### src/rtl/accumulator_32bits.sv
// Streaming operand accumulator with a sticky carry-out flag and valid/ready ports.
// Define ACC_SATURATE_EN to clamp the sum to all-ones after the first carry.
module accumulator_32bits #(
  parameter int WIDTH = 32,
  parameter int CNT_W = 8
) (
  input  logic             clk,
  input  logic             rst_n,
  input  logic             start,
  input  logic [CNT_W-1:0] len,
  input  logic             in_valid,
  output logic             in_ready,
  input  logic [WIDTH-1:0] in_data,
  output logic             out_valid,
  input  logic             out_ready,
  output logic [WIDTH-1:0] out_sum,
  output logic             out_cout,
  output logic             busy
);

  typedef enum logic [1:0] {
    IDLE = 2'd0,
    ACC  = 2'd1,
    DONE = 2'd2
  } state_t;

  state_t state;
  state_t state_nxt;

  logic [WIDTH-1:0] acc;
  logic [CNT_W-1:0] cnt;
  logic             ovf;

  logic             fire;
  logic             last;
  logic             take;
  logic [WIDTH:0]   carry;
  logic [WIDTH-1:0] sum;
  logic [WIDTH-1:0] acc_add;

  assign fire = in_valid & in_ready;
  assign last = (cnt == CNT_W'(1));
  assign take = (state == IDLE) & start;

  // Explicit ripple chain so the sum matches the downstream adder bit for bit.
  assign carry[0] = 1'b0;

  for (genvar i = 0; i < WIDTH; i++) begin : g_rca
    assign sum[i] = acc[i] ^ in_data[i] ^ carry[i];
    assign carry[i+1] = (acc[i] & in_data[i])
                      | (carry[i] & (acc[i] ^ in_data[i]));
  end

`ifdef ACC_SATURATE_EN
  assign acc_add = (carry[WIDTH] | ovf) ? {WIDTH{1'b1}} : sum;
`else
  assign acc_add = sum;
`endif

  always_ff @(posedge clk or negedge rst_n) begin
    if (!rst_n) begin
      state <= IDLE;
    end else begin
      state <= state_nxt;
    end
  end

  always_comb begin
    state_nxt = state;
    unique case (state)
      IDLE: begin
        if (start) begin
          state_nxt = (len == '0) ? DONE : ACC;
        end
      end
      ACC: begin
        if (fire && last) begin
          state_nxt = DONE;
        end
      end
      DONE: begin
        if (out_ready) begin
          state_nxt = IDLE;
        end
      end
      default: state_nxt = IDLE;
    endcase
  end

  always_ff @(posedge clk or negedge rst_n) begin
    if (!rst_n) begin
      acc <= '0;
      cnt <= '0;
      ovf <= 1'b0;
    end else if (take) begin
      acc <= '0;
      cnt <= len;
      ovf <= 1'b0;
    end else if (fire) begin
      acc <= acc_add;
      cnt <= cnt - CNT_W'(1);
      ovf <= ovf | carry[WIDTH];
    end
  end

  assign in_ready  = (state == ACC);
  assign out_valid = (state == DONE);
  assign busy      = (state != IDLE);
  assign out_sum   = out_valid ? acc : '0;
  assign out_cout  = out_valid & ovf;

endmodule
### config.mk
export PLATFORM = sky130hd
export DESIGN_NAME = accumulator_32bits
export DESIGN_NICKNAME = d
export VERILOG_FILES = /design/src/rtl/accumulator_32bits.sv
export SDC_FILE = /design/constraint.sdc
export NUM_CORES = 1
export LEC_CHECK = 0
export BUFFER_PORTS_ARGS = -buffer_cell sky130_fd_sc_hd__buf_2
export CORE_AREA = 2 2 113 71
export DETAILED_ROUTE_END_ITERATION = 16
export DIE_AREA = 0 0 115 73
export PLACE_DENSITY_LB_ADDON = 0.05
export REMOVE_ABC_BUFFERS = 1
export SLEW_MARGIN = 20
export SYNTH_ARGS = -nofsm -noshare
export SYNTH_HDL_FRONTEND = slang
export SYNTH_SLANG_ARGS = --single-unit
### constraint.sdc
create_clock -name clk -period 16.4 [get_ports clk]
set_input_delay 0.82 -clock clk [delete_from_list [all_inputs] [get_ports clk]]
set_output_delay 0.82 -clock clk [all_outputs]
set_load 0.02 [all_outputs]
==> flow_summary_export.csv <==
group,metric,value,unit
die,io_pins,81,
die,num_rows,25,
critical_path,cp.required,16.56,ns
power,seqPwrFrac,37.4,%
drt,drtIter0Drc,121,
min_path,hp-class,"reg2reg",
global_routing,grt_max_degree,44,
drt,ant_nets,0,
cts,clkSinkCount,43,
timing,slew_headroom,45.7,%
cts,postCtsResizedCells,0,
synth,post-synth-top-count-cell,"inv_1",
drt,wl_per_cell,13.2,microns
critical_path,crit_type,"in2reg",
synth,synth_commonest_cells,"inv_1 (63), dfrtp_1 (43), nand2_1 (36)",
drt,drt_wl_total,6.28,mm
timing,hold_viol_final,0,
power,p_comb_share,42.7,%
power,clkPwrFrac,19.8,%
cts,cts.path.max_buffers,2,
flow_run,maxCapViolations,0,
finish,fin_util,46.5,%
die,initial_core_util,38.2,%
synth,synthFlopType,"dfrtp_1",
critical_path,crit_top_cell,"fa_1",
synth,yosys_warnings,0,
global_routing,grtUsageTotal,16.2,%
drt,drc,0,
die,die_h,73,microns
critical_path,r2r_cells,36,
finish,antenna_cells,0,
power,ir_drop,46.0,uV
synth,yosysTopAreaCell,"dfrtp_1",
power,switching_share,39.4,%
placed_design,placed_cells,467,
timing,rsz0062_at_grt,"false",
timing,setup_violations,0,
cts,post_cts_buffers,0,
global_routing,grt_pass1_wl,10.4,mm
critical_path,start_kind,"input pin",
timing,finalCritPeriodShare,77.4,%
timing,fmax,78.7,MHz
critical_path,arrival,12.86,ns
synth,syn_inst,304,
synth,yosysSeqAreaShare,37.6,%
cts,cts_buffers,5,
power,power.internal,0.319,mW
finish,fin_cells,475,
critical_path,end_kind,"flop",
critical_path,critPathTopFamily,"adder cells",
synth,synth_top_area_share,37.6,%
critical_path,crit_path_max_incr_delay,0.48,ns
power,p_leak,1.81,nW
synth,ys_seq_elements,43,
cts,holdBufCountCts,0,
power,p_switching,0.208,mW
synth,synth_edf_count,0,
timing,worst_slew_pin_slew,0.811,ns
finish,areaGrowthSynthToFinish,21.8,%
synth,synth_area_leaders,"dfrtp_1 (38%), fa_1 (22%), inv_1 (8.3%), and2_1 (7.2%), nand2_1 (4.7%)",
power,pwr_density_cell,151,nW/um^2
critical_path,r2r-end,"acc[31]",
critical_path,cpMaxStageDelayCell,"fa_1",
timing,maxSlewViolCount,0,
drt,first_pass_iters,4,
status,status,"finished, final reports clean",
synth,async_flop_share,100,%
global_routing,grt_pass1_vias,2066,
critical_path,path_max_fanout,1,
placed_design,globalplace.congestion,0.762,
min_path,hold_end,"ovf",
cts,clk_latency,0.28,ns
timing,holdWs,0.493,ns
min_path,min-delay-start,"ovf",
finish,num-nets-final,459,
placed_design,io_buffers,80,
die,die_x,115,microns
finish,drive_above_1_share,24.7,%
critical_path,crit_buf_inv,4,
die,fp.dieArea,8400,sq um
critical_path,ff2ff_setup_slack,3.94,ns
placed_design,hpwl,4.58,mm
timing,fin_worst_skew,0.00852,ns
timing,finalCriticalPeriod,12.70,ns
timing,fin_setup_tns,0,ns
global_routing,gr-total-overflow,0,
drt,via_per_inst,4.60,
cts,clk_pin_slew,0.06,ns
cts,cts_tree,"yes",
finish,nFillCells,727,
global_routing,antenna_found_initial,0,
cts,cts.htree.levels,2,
min_path,whs_path_depth,2,
synth,avgSynthCellArea,9.43,sq um
drt,vias,2187,
synth,netlist_area,2870,sq um
synth,ys_types,33,
die,fp.coreArea,7510,sq um
cts,cts_root_buffer,"clkbuf_16",
critical_path,rr_startpoint,"acc[0]",
[flip-flops by register name, indices dropped and copies added (netlist names)]
signal  count
acc        32
cnt         8
ovf         1
state       2
[area by class of cell]
cell class / instances / area (sq um) / area share, %
multi-input combinational: 185 / 1480 / 42.5
sequential: 43 / 1080 / 30.8
timing repair buffer: 82 / 418 / 12.0
inverter: 63 / 236 / 6.77
clock buffer: 7 / 153 / 4.37
tap: 94 / 118 / 3.37
clock inverter: 1 / 7.51 / 0.215
[worst reg2reg max path, delay by kind of cell (launching register included)]
kind / cells / cell delay (ns)
adders and majority gates: 32 / 11.73
DFF: 1 / 0.37
buffers and inverters: 3 / 0.18
AOI/OAI and AO/OA: 1 / 0.06
[how the worst max path moves through the flow]
stage	slack, ns	endpoint	depth (start not counted)	start
floorplan	3.93	acc[31]	36	in_data[0]
global placement	3.59	acc[31]	37	in_data[0]
detailed placement	3.38	acc[31]	37	in_data[0]
CTS	3.68	acc[31]	37	in_data[0]
global route	3.20	ovf	39	in_data[0]
finish	3.70	acc[31]	37	in_data[0]
[power by group through the flow]
stage	Combinational (mW)	Clock [mW]	Sequential (mW)
floorplan	0.167	0	0.185
global placement	0.223	0	0.200
detailed placement	0.225	0	0.199
CTS	0.229	0.108	0.198
global route	0.269	0.112	0.205
finish	0.225	0.105	0.197
[per-layer routing]
metal	up-vias	part of all wire [%]	wire length, microns	track usage (%)
met3	5	5.6	351	3.82
li1	1087	-	-	-
met2	61	40	2500	22.1
met4	0	0.73	46	3.61
met5	-	0	0	0
met1	1034	54	3380	25.8
[cell families (layout without fill, tap and decap cells)]
group	after synthesis	count (layout)	share of synthesized area [%]
adder cells (fa/ha/maj)	34	34	23.0
AND/OR/NAND/NOR	99	99	17.6
buffers and inverters	76	153	11.0
XOR/XNOR	1	1	0.306
flip-flops	43	43	37.6
AO/OA/AOI/OAI	51	51	10.6
[stage by stage]
stage          instance area, sq um  setup WS, ns  power (mW)
3_3_place_gp                   3320          3.59       0.423
5_1_grt                        3490          3.20       0.587
3_5_place_dp                   3320          3.38       0.423
2_1_floorplan                  2790          3.93       0.352
4_1_cts                        3480          3.68       0.535
6_report                       3490          3.70       0.527
[cell usage in the layout (no fill, tap or decap), types with 2 or more instances in the layout]
master / instances
buf_2: 79
a32oi_1: 2
clkbuf_8: 2
and2_1: 33
nand3_1: 3
o311ai_0: 2
nor2b_1: 2
nand2b_1: 3
fa_1: 31
clkbuf_16: 5
nand2_1: 36
inv_1: 63
nor4_1: 2
o21ai_1: 13
a22o_1: 4
o21ai_0: 22
nor3_1: 2
dfrtp_1: 43
nor2_1: 11
a21oi_1: 3
buf_4: 3
a221o_1: 2
ha_1: 3
(Power assumes the default switching activity.)
